===== src/rtl/instr_reg_ctrl.sv =====
// In-order queue controller for the instruction register: round-robin write arbitration,
// sequential read-out through a registered valid/ready stage, IR reset sequencing and drain.
// Optional: define IR_CTRL_STATS_EN to build the saturating per-requester grant counters.
module instr_reg_ctrl #(
   parameter int DEPTH = 32,
   parameter int PTR_W = 5,
   parameter int OPC_W = 4,
   parameter int OP_W  = 32
) (
   input  logic                      clk,
   input  logic                      reset,
   input  logic                      req0_valid,
   output logic                      req0_ready,
   input  logic [OPC_W-1:0]          req0_opcode,
   input  logic [OP_W-1:0]           req0_op_a,
   input  logic [OP_W-1:0]           req0_op_b,
   input  logic                      req1_valid,
   output logic                      req1_ready,
   input  logic [OPC_W-1:0]          req1_opcode,
   input  logic [OP_W-1:0]           req1_op_a,
   input  logic [OP_W-1:0]           req1_op_b,
   output logic                      ir_reset_n,
   output logic                      ir_load_en,
   output logic [PTR_W-1:0]          ir_write_pointer,
   output logic [OPC_W-1:0]          ir_opcode,
   output logic [OP_W-1:0]           ir_operand_a,
   output logic [OP_W-1:0]           ir_operand_b,
   output logic [PTR_W-1:0]          ir_read_pointer,
   input  logic [OPC_W+2*OP_W-1:0]   ir_instruction_word,
   output logic                      out_valid,
   input  logic                      out_ready,
   output logic [OPC_W-1:0]          out_opcode,
   output logic [OP_W-1:0]           out_op_a,
   output logic [OP_W-1:0]           out_op_b,
   input  logic                      drain_req,
   output logic                      drain_done,
   output logic [PTR_W:0]            count,
   output logic                      full,
   output logic                      empty,
   output logic [15:0]               req0_grants,
   output logic [15:0]               req1_grants
);

   localparam int IW = OPC_W + 2*OP_W;
   localparam logic [PTR_W:0] FULL_CNT = (PTR_W+1)'(DEPTH);

   typedef enum logic [1:0] {INIT, RUN, DRAIN} state_t;

   state_t           state;
   logic             init_cnt;
   logic [PTR_W-1:0] wr_ptr;
   logic [PTR_W-1:0] rd_ptr;
   logic [PTR_W:0]   cnt;
   logic             prio;       // 0: req0 wins a tie, 1: req1 wins a tie
   logic             accepting;
   logic             grant0;
   logic             grant1;
   logic             grant;
   logic             pop;

   always_comb begin
      accepting = (state == RUN) && (cnt != FULL_CNT);
      grant0    = accepting && req0_valid && (!req1_valid || !prio);
      grant1    = accepting && req1_valid && (!req0_valid ||  prio);
      grant     = grant0 || grant1;
      pop       = (state != INIT) && (cnt != '0) && (!out_valid || out_ready);
   end

   always_comb begin
      ir_opcode    = req0_opcode;
      ir_operand_a = req0_op_a;
      ir_operand_b = req0_op_b;
      if (grant1) begin
         ir_opcode    = req1_opcode;
         ir_operand_a = req1_op_a;
         ir_operand_b = req1_op_b;
      end
   end

   assign req0_ready       = grant0;
   assign req1_ready       = grant1;
   assign ir_load_en       = grant;
   assign ir_write_pointer = wr_ptr;
   assign ir_read_pointer  = rd_ptr;
   assign count            = cnt;
   assign full             = (cnt == FULL_CNT);
   assign empty            = (cnt == '0);

   always_ff @(posedge clk) begin
      if (reset) begin
         state      <= INIT;
         init_cnt   <= 1'b0;
         ir_reset_n <= 1'b0;
         drain_done <= 1'b0;
         wr_ptr     <= '0;
         rd_ptr     <= '0;
         cnt        <= '0;
         prio       <= 1'b0;
         out_valid  <= 1'b0;
         out_opcode <= '0;
         out_op_a   <= '0;
         out_op_b   <= '0;
      end else begin
         drain_done <= 1'b0;
         case (state)
            INIT: begin
               // hold the IR in reset for two cycles before accepting anything
               init_cnt <= 1'b1;
               if (init_cnt) begin
                  state      <= RUN;
                  ir_reset_n <= 1'b1;
               end
            end
            RUN: begin
               if (drain_req) state <= DRAIN;
            end
            DRAIN: begin
               if (cnt == '0 && !out_valid) begin
                  state      <= RUN;
                  drain_done <= 1'b1;
               end
            end
            default: state <= INIT;
         endcase

         if (grant) begin
            wr_ptr <= wr_ptr + PTR_W'(1);
            prio   <= grant0;
         end

         if (pop) begin
            out_valid  <= 1'b1;
            out_opcode <= ir_instruction_word[IW-1 -: OPC_W];
            out_op_a   <= ir_instruction_word[2*OP_W-1 -: OP_W];
            out_op_b   <= ir_instruction_word[OP_W-1:0];
            rd_ptr     <= rd_ptr + PTR_W'(1);
         end else if (out_valid && out_ready) begin
            out_valid <= 1'b0;
         end

         case ({grant, pop})
            2'b10:   cnt <= cnt + (PTR_W+1)'(1);
            2'b01:   cnt <= cnt - (PTR_W+1)'(1);
            default: cnt <= cnt;
         endcase
      end
   end

`ifdef IR_CTRL_STATS_EN
   logic [15:0] g0_cnt;
   logic [15:0] g1_cnt;

   always_ff @(posedge clk) begin
      if (reset) begin
         g0_cnt <= '0;
         g1_cnt <= '0;
      end else begin
         if (grant0 && g0_cnt != 16'hFFFF) g0_cnt <= g0_cnt + 16'd1;
         if (grant1 && g1_cnt != 16'hFFFF) g1_cnt <= g1_cnt + 16'd1;
      end
   end

   assign req0_grants = g0_cnt;
   assign req1_grants = g1_cnt;
`else
   assign req0_grants = '0;
   assign req1_grants = '0;
`endif

endmodule

===== config.mk =====
export PLATFORM = sky130hd
export DESIGN_NAME = instr_reg_ctrl
export DESIGN_NICKNAME = d
export VERILOG_FILES = /design/src/rtl/instr_reg_ctrl.sv
export SDC_FILE = /design/constraint.sdc
export NUM_CORES = 1
export LEC_CHECK = 0
export BUFFER_PORTS_ARGS = -buffer_cell sky130_fd_sc_hd__buf_2
export CAP_MARGIN = 10
export CELL_PAD_IN_SITES_DETAIL_PLACEMENT = 2
export CELL_PAD_IN_SITES_GLOBAL_PLACEMENT = 2
export CORE_MARGIN = 4
export CORE_UTILIZATION = 19
export CTS_BUF_LIST = sky130_fd_sc_hd__clkbuf_8 sky130_fd_sc_hd__clkbuf_16
export CTS_CLUSTER_SIZE = 24
export DETAILED_ROUTE_END_ITERATION = 8
export PLACE_DENSITY_LB_ADDON = 0.1
export SETUP_SLACK_MARGIN = 0.3
export SLEW_MARGIN = 5
export SYNTH_ARGS = -nofsm -noshare
export SYNTH_HDL_FRONTEND = slang
export SYNTH_SLANG_ARGS = --single-unit

===== constraint.sdc =====
create_clock -name clk -period 3.51 [get_ports clk]
set_input_delay 0.5265 -clock clk [delete_from_list [all_inputs] [get_ports clk]]
set_output_delay 0.5265 -clock clk [all_outputs]
set_load 0.03 [all_outputs]

==> results of run 1 <==
[metrics by stage]
step	instance area, sq um	setup slack (ns)	hold WS, ns	instances
after floorplan	4690	0.574	0.463	569
after global placement	6580	0.584	0.440	1198
after detailed placement	6580	0.469	0.450	1198
after CTS	6870	0.380	0.400	1215
after global routing	6890	0.321	0.404	1219
final	6890	0.461	0.415	1219
[state kept, by name, indices dropped and copies added (netlist names), 2 cells and up]
| signal | flops |
|---|---|
| out_op_a | 32 |
| out_opcode | 4 |
| ir_read_pointer | 5 |
| out_op_b | 32 |
| state | 2 |
| count | 6 |
| ir_write_pointer | 5 |
[worst paths after layout]
check,from,endpoint,slack [ns],cells past startpoint
worst max-delay path,count[0],ir_operand_a[31],0.46,7
worst min-delay path,ir_instruction_word[44],out_op_a[12],0.42,3
worst max register to register,count[0],count[5],0.61,10
worst min register to register,out_opcode[1],out_opcode[1],0.46,2
[power by group]
part	internal, mW	switching, mW
Combinational	0.593	1.36
Clock	0.522	0.433
Sequential	1.22	0.131
[logic make-up after synthesis]
group / after synthesis
buffers and inverters: 71
adders and majority gates: 8
and+or+nand+nor: 190
xor gates and xnor gates: 11
AOI/OAI and AO/OA: 94
other: 1
muxes: 72
DFF: 91
[placed cells by master (no fill, tap or decap), types with 2 or more instances in the layout]
cell / Yosys / layout
sky130_fd_sc_hd__nand2b_1: 2 / 2
sky130_fd_sc_hd__nor3b_1: 2 / 2
sky130_fd_sc_hd__a21oi_1: 79 / 79
sky130_fd_sc_hd__ha_1: 7 / 6
sky130_fd_sc_hd__buf_4: 39 / 5
sky130_fd_sc_hd__nand3_1: 5 / 5
sky130_fd_sc_hd__mux2_1: 9 / 9
sky130_fd_sc_hd__a211oi_1: 3 / 3
sky130_fd_sc_hd__nor2_1: 26 / 26
sky130_fd_sc_hd__nand2_1: 142 / 142
sky130_fd_sc_hd__mux2_2: 59 / 59
sky130_fd_sc_hd__dfxtp_1: 91 / 90
sky130_fd_sc_hd__nor3_1: 4 / 4
sky130_fd_sc_hd__nand2_2: 2 / 2
sky130_fd_sc_hd__xor2_1: 5 / 5
sky130_fd_sc_hd__inv_2: 2 / 2
sky130_fd_sc_hd__diode_2: 0 / 4
sky130_fd_sc_hd__and3_1: 2 / 2
sky130_fd_sc_hd__conb_1: 1 / 32
sky130_fd_sc_hd__mux2i_1: 4 / 4
sky130_fd_sc_hd__nand4_1: 2 / 2
sky130_fd_sc_hd__o21ai_0: 3 / 3
sky130_fd_sc_hd__clkbuf_8: 0 / 2
sky130_fd_sc_hd__buf_2: 5 / 369
sky130_fd_sc_hd__nor2b_1: 2 / 2
sky130_fd_sc_hd__a21o_1: 2 / 2
sky130_fd_sc_hd__clkbuf_16: 0 / 9
sky130_fd_sc_hd__inv_6: 0 / 2
sky130_fd_sc_hd__xnor2_1: 6 / 6
sky130_fd_sc_hd__inv_1: 5 / 6
sky130_fd_sc_hd__o211ai_1: 2 / 2
sky130_fd_sc_hd__clkinvlp_4: 0 / 2
[layout make-up]
| type | count | area, sq um | area share |
|---|---|---|---|
| multi-input cells | 407 | 2430 | 0.353 |
| repair buffers | 375 | 1900 | 0.277 |
| flip-flops and latches | 91 | 1820 | 0.265 |
| well taps | 319 | 399 | 0.0580 |
| clock buffers | 11 | 253 | 0.0367 |
| clock inverters | 5 | 36.3 | 0.00527 |
| inverters | 7 | 26.3 | 0.00382 |
| diodes | 4 | 10.0 | 0.00145 |
[routing by layer]
| layer | vias up | GRT usage | wire length [um] |
|---|---|---|---|
| met5 | - | 0 | 0 |
| met4 | 0 | 0.0480 | 287 |
| met3 | 16 | 0.0490 | 1680 |
| met2 | 202 | 0.288 | 11700 |
| met1 | 2377 | 0.166 | 8100 |
| li1 | 2437 | - | - |
[tightest hold or removal path: cells and delay by family]
family | cells | cell delay [ns]
AO/OA/AOI/OAI | 1 | 0.05
buffers and inverters | 1 | 0.09
AND/OR/NAND/NOR | 1 | 0.05
[what timing repair did]
action,in CTS,in global routing
setup endpoints to repair,56,57
buffers inserted,1,0
resized for setup,0,2
pin swaps,0,0
==> PnR_summary.wiki, run 1 <==
{| class="wikitable"
! Metric !! Value
|-
| Result of the run || completed
|-
| Synth Area in Compound Gates || 0.115
|-
| Starting Density || 0.194
|-
| Highest cell delay on the worst timing path || 0.47 ns
|-
| Worst path top cell family by delay || buffers and inverters
|-
| Area growth from synthesis to layout || 50.6%
|-
| Total of warnings raised by yosys || 0
|-
| Core occupancy in the finished layout || 0.292
|-
| Via count || 5032
|-
| Proportion of layout cells with a drive suffix above 1 || 0.511
|-
| Number of clock sinks || 91
|-
| Net count, final || 1109
|-
| Total routing usage reported by global routing || 0.155
|-
| Global-route wire length before repair || 31.9 mm
|-
| Final setup TNS || 0 ns
|-
| Number of core rows || 56
|-
| Die area || 0.0266 sq mm
|-
| Clock latency reported for the late side of the worst-skew pair || 0.34 ns
|-
| Number of enable flip-flop cells after synthesis || 0
|-
| Number of instances in the synthesized netlist || 538
|-
| Number of violations of the max-capacitance limit || 0
|-
| Max Slew Vio Count || 0
|-
| Biggest fanout along the worst timing path || 57
|-
| Routed wire per std cell || 17.9 um
|-
| XOR/XNOR share of the synthesized area || 0.0211
|-
| Worst Hold Class || in -> reg
|-
| Mapped Area || 0.00457 sq mm
|-
| Category of the critical setup timing path || reg -> out
|-
| Initial antenna violation count || 4
|-
| Detail Placement HPWL || 18.1 mm
|-
| Overflow after GRT || 0
|-
| Number of levels the H-tree was split into || 3
|-
| Syn_area_per_cell || 8.50 sq um
|-
| Setup-failing EPs final || 0
|-
| Buffers added on ports || 369
|-
| Horizontal die dimension || 163 um
|-
| Cell Pwr Density || 619 mW/mm^2
|-
| Routability cong. || 0.865
|-
| Leak pwr || 3.32 nW
|-
| Number of I/O pins || 402
|-
| Arrival @ worst endpoint || 2.52 ns
|-
| Slew at the pin with the worst max-slew slack || 0.802 ns
|-
| Final hold violations || 0
|-
| Fmax || 328 MHz
|-
| Dominant combinational cell family by area after synthesis || multiplexers
|-
| Iteration-0 DRC Markers || 118
|-
| Final period util || 0.869
|-
| Synth top area share || 0.399
|-
| Worst setup SP type || register
|-
| Area share of fa/ha/maj cells after synthesis || 0.0235
|-
| Cell at the slowest stage of the critical path || sky130_fd_sc_hd__dfxtp_1
|-
| Remaining antenna violation count after routing || 0
|-
| Worst-case clock skew || 0.0101 ns
|-
| Root buffer cell || sky130_fd_sc_hd__clkbuf_16
|-
| Max-slew headroom || 0.465
|-
| Number of iterations in the first detailed-routing pass || 4
|-
| Highest ir drop seen on vdd || 330 uV
|-
| Sequential area share after synthesis || 0.399
|-
| Minimum clock period || 3.05 ns
|-
| Number of buffers created by CTS || 9
|-
| Leading post-synthesis cells by instance count || sky130_fd_sc_hd__nand2_1, sky130_fd_sc_hd__dfxtp_1, sky130_fd_sc_hd__a21oi_1, sky130_fd_sc_hd__mux2_2, sky130_fd_sc_hd__buf_4
|-
| Die span in y || 163 um
|-
| Worst Setup End Kind || output pin
|-
| Overall Power || 4.26 mW
|-
| Leading cell type by number of instances after synthesis || sky130_fd_sc_hd__nand2_1
|-
| Synthesized flop and latch total || 91
|-
| Simple logic cell fraction of the synthesized area || 0.169
|-
| Detail-routed via count per cell || 4.13
|-
| Placeable core region || 0.0235 sq mm
|-
| Filler Cell Count || 2837
|-
| Largest net degree at the start of global routing || 73
|-
| Number of global-route vias before repair || 5561
|-
| Count of unresolved DRC violations after routing || 0
|-
| RSZ-0062 raised after global routing || false
|-
| Number of distinct standard cells referenced by the synthesized netlist || 37
|-
| Data required time at the worst endpoint || 2.98 ns
|-
| Largest area contributor in the synthesized netlist || sky130_fd_sc_hd__dfxtp_1
|-
| Cells traversed along the worst timing path || inv_2 -> a311oi_4 -> nand2_2 -> a21oi_4 -> buf_12 -> mux2_2 -> buf_2
|-
| Clock-pin slew on the worst setup and hold paths || 0.07 ns
|-
| Clock tree from TritonCTS || yes
|-
| Primary flip-flop cell chosen by synthesis mapping || sky130_fd_sc_hd__dfxtp_1
|-
| Fraction of registers with async set/reset || 0
|-
| Maximum count of clock buffers along a single path || 2
|-
| Biggest area contributors in the synthesized netlist || sky130_fd_sc_hd__dfxtp_1, sky130_fd_sc_hd__mux2_2, sky130_fd_sc_hd__nand2_1, sky130_fd_sc_hd__a21oi_1, sky130_fd_sc_hd__buf_4
|-
| Post-detailed-routing wire length || 21.8 mm
|-
| Mux contribution to synthesized area || 0.176
|-
| Number of buffer and inverter instances along the worst setup path || 3
|-
| CTS Hold Buffers Added || 0
|}
(Power assumes the default switching activity.)
==> run 2, diff against run 1 <==
--- a/config.mk
+++ b/config.mk
@@ -5,12 +5,14 @@
 export SDC_FILE = /design/constraint.sdc
 export NUM_CORES = 1
 export LEC_CHECK = 0
+export ABC_AREA = 1
 export BUFFER_PORTS_ARGS = -buffer_cell sky130_fd_sc_hd__buf_2
 export CAP_MARGIN = 10
 export CELL_PAD_IN_SITES_DETAIL_PLACEMENT = 2
 export CELL_PAD_IN_SITES_GLOBAL_PLACEMENT = 2
+export CORE_ASPECT_RATIO = 1.2
 export CORE_MARGIN = 4
-export CORE_UTILIZATION = 19
+export CORE_UTILIZATION = 18
 export CTS_BUF_LIST = sky130_fd_sc_hd__clkbuf_8 sky130_fd_sc_hd__clkbuf_16
 export CTS_CLUSTER_SIZE = 24
 export DETAILED_ROUTE_END_ITERATION = 8
==> run 2 against run 1 <==
Total power is 13% higher. Critical path depth is 1 higher. Sequential share of layout area is 0.34 points lower. Flip-flop and latch count stayed put. Utilization is 2.2 points lower. Clock-buffer cell count is 2 lower. First-iteration DRC count is 23% higher. Global-route usage hardly changed. Combinational power is 29% higher. Routed wire length is 11% higher. Via count is 14% higher. Maximum frequency is 6.8% higher. Critical endpoint is now ir_operand_a[4]. Highest routed layer is now met5.
==> PnR_summary.wiki, run 2 <==
{| class="wikitable"
! Metric !! Value
|-
| Result of the run || completed
|-
| Initial antenna violation count || 9 (+5)
|-
| Area growth from synthesis to layout || 46.3%
|-
| Biggest area contributors in the synthesized netlist || sky130_fd_sc_hd__dfxtp_1, sky130_fd_sc_hd__nand2_1, sky130_fd_sc_hd__a21oi_1, sky130_fd_sc_hd__buf_4, sky130_fd_sc_hd__nor2_1
|-
| Leading post-synthesis cells by instance count || sky130_fd_sc_hd__nand2_1, sky130_fd_sc_hd__dfxtp_1, sky130_fd_sc_hd__a21oi_1, sky130_fd_sc_hd__buf_4, sky130_fd_sc_hd__nor2_1
|-
| Worst setup SP type || register
|-
| Number of enable flip-flop cells after synthesis || 0 (unchanged)
|-
| Detail Placement HPWL || 19.5 mm (+7.8%)
|-
| Worst hold path cell count || 3 (unchanged)
|-
| Number of distinct standard cells referenced by the synthesized netlist || 28 (-24%)
|-
| Post-cts resize count || 0 (unchanged)
|-
| Arrival @ worst endpoint || 2.33 ns (-0.19 ns)
|-
| CTS Hold Buffers Added || 0 (unchanged)
|-
| Clock-pin slew on the worst setup and hold paths || 0.07 ns (about the same)
|-
| Number of core rows || 64 (+14%)
|-
| Total routing usage reported by global routing || 0.155 (about the same)
|-
| Die area || 0.0291 sq mm (+9.6%)
|-
| Number of clock sinks || 91 (unchanged)
|-
| Met1 track utilization from global routing || 0.177 (+0.0115)
|-
| Global-route wire length before repair || 34.7 mm (+8.6%)
|-
| Number of violations of the max-capacitance limit || 0 (unchanged)
|-
| Biggest fanout along the worst timing path || 43 (-25%)
|-
| Total of warnings raised by yosys || 0 (unchanged)
|-
| Sequential area share after synthesis || 0.382 (-0.0162)
|-
| Overall Power || 4.84 mW (+13%)
|-
| Clock tree from TritonCTS || yes
|-
| Worst Setup End Kind || output pin
|-
| Worst reg2reg endpoint || count[5]
|-
| Max Slew Vio Count || 0 (unchanged)
|-
| Detail-routed via count per cell || 4.10 (-0.63%)
|-
| Fmax || 350 MHz (+6.8%)
|-
| Minimum clock period || 2.85 ns (-0.195 ns)
|-
| Number of I/O pins || 402 (unchanged)
|-
| Post-detailed-routing wire length || 24.3 mm (+11%)
|-
| M2 GR Usage || 0.263 (-0.0254)
|-
| Number of levels the H-tree was split into || 3 (unchanged)
|-
| Number of iterations in the first detailed-routing pass || 4 (unchanged)
|-
| Filler Cell Count || 3249 (+15%)
|-
| Final hold violations || 0 (unchanged)
|-
| Cell Pwr Density || 694 mW/mm^2 (+12%)
|-
| Most common cell after layout, fill and taps aside || sky130_fd_sc_hd__buf_2
|-
| Met3 demand-to-capacity share in global routing || 0.0706 (+0.0216)
|-
| Most frequent cells in the layout || sky130_fd_sc_hd__buf_2, sky130_fd_sc_hd__nand2_1, sky130_fd_sc_hd__dfxtp_1
|-
| Horizontal die dimension || 157 um (-4.0%)
|-
| Root buffer cell || sky130_fd_sc_hd__clkbuf_16
|-
| R2r startpoint || count[1]
|-
| Primary flip-flop cell chosen by synthesis mapping || sky130_fd_sc_hd__dfxtp_1
|-
| Routed wire per std cell || 17.3 um (-3.2%)
|-
| Via count || 5747 (+14%)
|-
| Setup-failing EPs final || 0 (unchanged)
|-
| RSZ-0062 raised after global routing || false
|-
| Worst Hold Class || in -> reg
|-
| Worst-case clock skew || 0.00764 ns (-0.00250 ns)
|-
| Number of buffers created by CTS || 9 (unchanged)
|-
| Die span in y || 186 um (+14%)
|-
| Routability cong. || 0.793 (-8.3%)
|-
| Starting Density || 0.185 (-0.00936)
|-
| Remaining antenna violation count after routing || 0 (unchanged)
|-
| Slew at the pin with the worst max-slew slack || 0.897 ns (+0.0949 ns)
|-
| Max-slew headroom || 0.402 (-0.0632)
|-
| Fraction of registers with async set/reset || 0 (unchanged)
|-
| Synth top area share || 0.382 (-0.0162)
|-
| Count of unresolved DRC violations after routing || 0 (unchanged)
|-
| Busiest layer in global routing || met2
|-
| Placeable core region || 0.0258 sq mm (+9.5%)
|-
| Proportion of layout cells with a drive suffix above 1 || 0.390 (-0.121)
|-
| Highest ir drop seen on vdd || 291 uV (-12%)
|-
| Number of setup buffers added after CTS || 0 (-1)
|-
| Iteration-0 DRC Markers || 145 (+23%)
|-
| Largest area contributor in the synthesized netlist || sky130_fd_sc_hd__dfxtp_1
|-
| Synthesized flop and latch total || 91 (unchanged)
|-
| Data required time at the worst endpoint || 2.98 ns (about the same)
|-
| Net count, final || 1284 (+16%)
|-
| Category of the critical setup timing path || reg -> out
|-
| Maximum count of clock buffers along a single path || 2 (unchanged)
|-
| Final setup TNS || 0 ns (unchanged)
|-
| Syn_area_per_cell || 6.63 sq um (-22%)
|-
| Crit path to || ir_operand_a[4]
|-
| Number of instances in the synthesized netlist || 719 (+34%)
|-
| Largest net degree at the start of global routing || 76 (+4.1%)
|-
| Depth of the most critical reg-to-reg path || 14 (+4)
|-
| Mapped Area || 0.00476 sq mm (+4.2%)
|-
| Register-to-register setup slack || 0.69 ns (+0.08 ns)
|-
| Clock latency reported for the late side of the worst-skew pair || 0.35 ns (about the same)
|-
| Launching element of the worst setup path || count[1]
|-
| Number of global-route vias before repair || 5899 (+6.1%)
|-
| Final period util || 0.813 (-0.0554)
|-
| Buffers added on ports || 369 (unchanged)
|-
| Leading cell type by number of instances after synthesis || sky130_fd_sc_hd__nand2_1
|-
| Leak pwr || 3.82 nW (+15%)
|-
| Overflow after GRT || 0 (unchanged)
|}
-- run 2: logic make-up after synthesis --
group,count (synthesis),synth area share
other cells,1,0.000787
simple gates,423,0.351
fa+ha+maj,8,0.0226
compound gates,91,0.104
xor+xnor,9,0.0165
flops,91,0.382
buf+inv,96,0.123
-- run 2: where the power goes --
part | internal (mW) | switching [mW]
combinational | 0.707 | 1.80
sequential | 1.28 | 0.160
clock | 0.465 | 0.426
total | 2.45 | 2.39
-- run 2: how the worst min path moves through the flow --
stage	startpoint	endpoint
after global routing	ir_instruction_word[67]	out_opcode[3]
after detailed placement	out_op_b[22]	out_op_b[22]
after floorplan	init_cnt	init_cnt
final	ir_instruction_word[17]	out_op_b[17]
after CTS	ir_instruction_word[17]	out_op_b[17]
after global placement	out_op_b[25]	out_op_b[25]
-- run 2: critical path, cell delays in order, from the launching register on --
cell,delay (ns)
sky130_fd_sc_hd__dfxtp_1,0.45
sky130_fd_sc_hd__nor2_1,0.11
sky130_fd_sc_hd__nand3_1,0.20
sky130_fd_sc_hd__nand3_2,0.17
sky130_fd_sc_hd__inv_2,0.40
sky130_fd_sc_hd__buf_12,0.28
sky130_fd_sc_hd__nand2_1,0.08
sky130_fd_sc_hd__nand2_1,0.06
sky130_fd_sc_hd__buf_2,0.20
-- run 2: layout make-up --
type / instances / area [sq um] / area share
diodes: 2 / 5.00 / 0.000718
clock inverters: 5 / 25.0 / 0.00359
clock buffers: 9 / 225 / 0.0323
flip-flops and latches: 91 / 1820 / 0.261
multi-input cells: 563 / 2470 / 0.355
well taps: 330 / 413 / 0.0592
repair buffers: 376 / 1910 / 0.274
inverters: 25 / 93.8 / 0.0135
-- run 2: metal layers --
metal / share of wire / vias to the layer above
li1: - / 2854
met2: 0.48 / 248
met1: 0.39 / 2606
met5: 0.0030 / -
met4: 0.014 / 12
met3: 0.11 / 27
-- run 2: per-stage QoR --
stage	hold slack (ns)	worst slack [ns]	cells	area, sq um	util
after CTS	0.396	0.575	1399	6970	0.270
after detailed placement	0.456	0.672	1385	6720	0.260
after global placement	0.450	0.722	1385	6720	0.260
after global routing	0.401	0.392	1399	6970	0.270
after floorplan	0.450	0.836	750	4880	-
final	0.411	0.655	1401	6970	0.270
==> run 3, diff against run 2 <==
==> constraint.sdc (replaced) <==
create_clock -name clk -period 2.65 [get_ports clk]
set_input_delay 0.3975 -clock clk [delete_from_list [all_inputs] [get_ports clk]]
set_output_delay 0.3975 -clock clk [all_outputs]
set_load 0.03 [all_outputs]
==> run 3 against run 2 <==
Combinational power is 41% higher. Sequential power is 36% higher. Setup slack worse by 0.26 ns. Routed wire length is 5.4% higher. Clock-buffer cell count stayed put. Critical path depth is 1 higher. Register-to-register slack worse by 0.22 ns. Global-route usage is 0.85 points higher. Hold slack worse by 0.13 ns. Total power is 40% higher. Clock skew hardly changed.
==> PnR_summary.wiki, run 3 (synthesis results as in run 2) <==
{| class="wikitable"
! Metric !! Value
|-
| Result of the run || completed
|-
| Count of unresolved DRC violations after routing || 0 (unchanged)
|-
| Number of core rows || 64 (unchanged)
|-
| Number of iterations in the first detailed-routing pass || 4 (unchanged)
|-
| Worst hold path cell count || 3 (unchanged)
|-
| Final setup TNS || 0 ns (unchanged)
|-
| Most common cell after layout, fill and taps aside || sky130_fd_sc_hd__nand2_1
|-
| Horizontal die dimension || 157 um (unchanged)
|-
| Data required time at the worst endpoint || 2.25 ns (-0.73 ns)
|-
| Number of levels the H-tree was split into || 3 (unchanged)
|-
| Post-detailed-routing wire length || 25.6 mm (+5.4%)
|-
| Placeable core region || 0.0258 sq mm (unchanged)
|-
| Register-to-register setup slack || 0.47 ns (-0.22 ns)
|-
| R2r startpoint || count[0]
|-
| Clock tree from TritonCTS || yes
|-
| Hold endpoint || out_op_a[14]
|-
| Overflow after GRT || 0 (unchanged)
|-
| Cells traversed along the worst timing path || nor2_4 -> nand3_2 -> nand3_4 -> buf_12 -> buf_12 -> clkbuf_16 -> nand2_1 -> nand2_1 -> buf_4
|-
| Starting Density || 0.185 (unchanged)
|-
| Cell at the slowest stage of the critical path || sky130_fd_sc_hd__dfxtp_4
|-
| Worst Hold Class || in -> reg
|-
| Biggest fanout along the worst timing path || 15 (-65%)
|-
| Buffers added on ports || 369 (unchanged)
|-
| Max-slew headroom || 0.402 (about the same)
|-
| Detail Placement HPWL || 20.2 mm (+3.5%)
|-
| Routability cong. || 0.778 (-1.9%)
|-
| Proportion of layout cells with a drive suffix above 1 || 0.409 (+0.0192)
|-
| Fmax || 443 MHz
|-
| Number of buffers created by CTS || 9 (unchanged)
|-
| Highest ir drop seen on vdd || 325 uV (+12%)
|-
| Net count, final || 1293 (+0.70%)
|-
| Category of the critical setup timing path || reg -> out
|-
| Number of I/O pins || 402 (unchanged)
|-
| Leak pwr || 3.99 nW (+4.4%)
|-
| Die area || 0.0291 sq mm (unchanged)
|-
| Worst reg2reg endpoint || count[5]
|-
| Clock-pin slew on the worst setup and hold paths || 0.07 ns (about the same)
|-
| Largest net degree at the start of global routing || 76 (unchanged)
|-
| Worst-case clock skew || 0.00759 ns (-0.0000473 ns)
|-
| Routed wire per std cell || 18.1 um (+4.6%)
|-
| Cell Pwr Density || 912 mW/mm^2 (+31%)
|-
| Most frequent cells in the layout || sky130_fd_sc_hd__nand2_1, sky130_fd_sc_hd__buf_2, sky130_fd_sc_hd__dfxtp_1
|-
| Die span in y || 186 um (unchanged)
|-
| Number of buffer and inverter instances along the worst setup path || 4 (+1)
|-
| Depth of the most critical reg-to-reg path || 14 (unchanged)
|-
| Worst Setup End Kind || output pin
|-
| Total routing usage reported by global routing || 0.163 (+0.00853)
|-
| Number of global-route vias before repair || 6028 (+2.2%)
|-
| Number of clock sinks || 91 (unchanged)
|-
| Worst setup SP type || register
|-
| Minimum clock period || 2.26 ns
|-
| CTS Hold Buffers Added || 0 (unchanged)
|-
| Iteration-0 DRC Markers || 160 (+10%)
|-
| Arrival @ worst endpoint || 1.86 ns (-0.47 ns)
|-
| Overall Power || 6.78 mW (+40%)
|-
| Slew at the pin with the worst max-slew slack || 0.898 ns (+0.000368 ns)
|-
| Root buffer cell || sky130_fd_sc_hd__clkbuf_16
|-
| Highest cell delay on the worst timing path || 0.38 ns (-0.07 ns)
|-
| Area growth from synthesis to layout || 56.1%
|-
| Clock latency reported for the late side of the worst-skew pair || 0.36 ns (about the same)
|-
| Remaining antenna violation count after routing || 0 (unchanged)
|-
| Setup-failing EPs final || 0 (unchanged)
|-
| Max Slew Vio Count || 0 (unchanged)
|-
| Global-route wire length before repair || 36.3 mm (+4.5%)
|-
| Maximum count of clock buffers along a single path || 2 (unchanged)
|-
| Final period util || 0.852
|-
| Filler Cell Count || 3207 (-1.3%)
|-
| RSZ-0062 raised after global routing || true
|-
| Min-Delay Startpoint || ir_instruction_word[46]
|-
| Detail-routed via count per cell || 4.13 (+0.60%)
|-
| Initial antenna violation count || 14 (+5)
|-
| Via count || 5827 (+1.4%)
|-
| Number of violations of the max-capacitance limit || 0 (unchanged)
|-
| Worst path top cell family by delay || buffers and inverters
|-
| Final hold violations || 0 (unchanged)
|}
## run 3: metal layers
layer  routed length [um]  part of all wire  track usage  vias up
met5                   94            0.0037            0        -
met4                  404             0.016       0.0465       18
met3                 3050              0.12       0.0838       35
met2                12400              0.48        0.277      252
met1                 9680              0.38        0.179     2640
li1                     -                 -            -     2882
## run 3: how the worst max path moves through the flow
stage | slack [ns] | depth (start not counted) | to | start
after global routing | 0.28 | 9 | ir_operand_b[2] | state[0]
after global placement | 0.38 | 16 | count[5] | req0_valid
after floorplan | 0.31 | 15 | count[5] | count[1]
after detailed placement | 0.30 | 14 | count[5] | count[1]
final | 0.39 | 9 | ir_operand_b[12] | count[0]
after CTS | 0.31 | 9 | ir_operand_b[3] | count[0]
## run 3: what timing repair did
item | in CTS | in global routing
setup endpoints to repair | 70 | 70
gates cloned | 2 | 1
pin swaps | 0 | 3
resized for setup | 44 | 31
setup buffers | 2 | 2
## run 3: cell type report
cell class              instances  area (sq um)  share of cell area
multi-input cells             563          2550               0.343
repair buffers                385          2250               0.302
flip-flops and latches         91          1840               0.247
well taps                     330           413              0.0555
clock buffers                   9           225              0.0303
inverters                      25           101              0.0136
clock inverters                 7          61.3             0.00824
diodes                          2          5.00            0.000673
## run 3: per-stage QoR
stage / cell area (sq um) / setup WS (ns) / utilization / instances / hold WS [ns]
after floorplan: 4920 / 0.307 / - / 750 / 0.450
after global placement: 6810 / 0.382 / 0.264 / 1387 / 0.450
after detailed placement: 6810 / 0.300 / 0.264 / 1387 / 0.457
after CTS: 7300 / 0.306 / 0.283 / 1407 / 0.262
after global routing: 7440 / 0.279 / 0.288 / 1411 / 0.276
final: 7440 / 0.392 / 0.289 / 1412 / 0.283
## run 3: power breakdown
group          switching, mW  internal, mW  total [mW]
clock                  0.577         0.722        1.30
combinational           2.43          1.12        3.55
sequential             0.234          1.70        1.94
total                   3.24          3.54        6.78
## run 3: worst min-delay path, stage by stage
cell and delay (ns):
sky130_fd_sc_hd__buf_2 0.09, sky130_fd_sc_hd__nand2_1 0.05, sky130_fd_sc_hd__a21oi_1 0.05
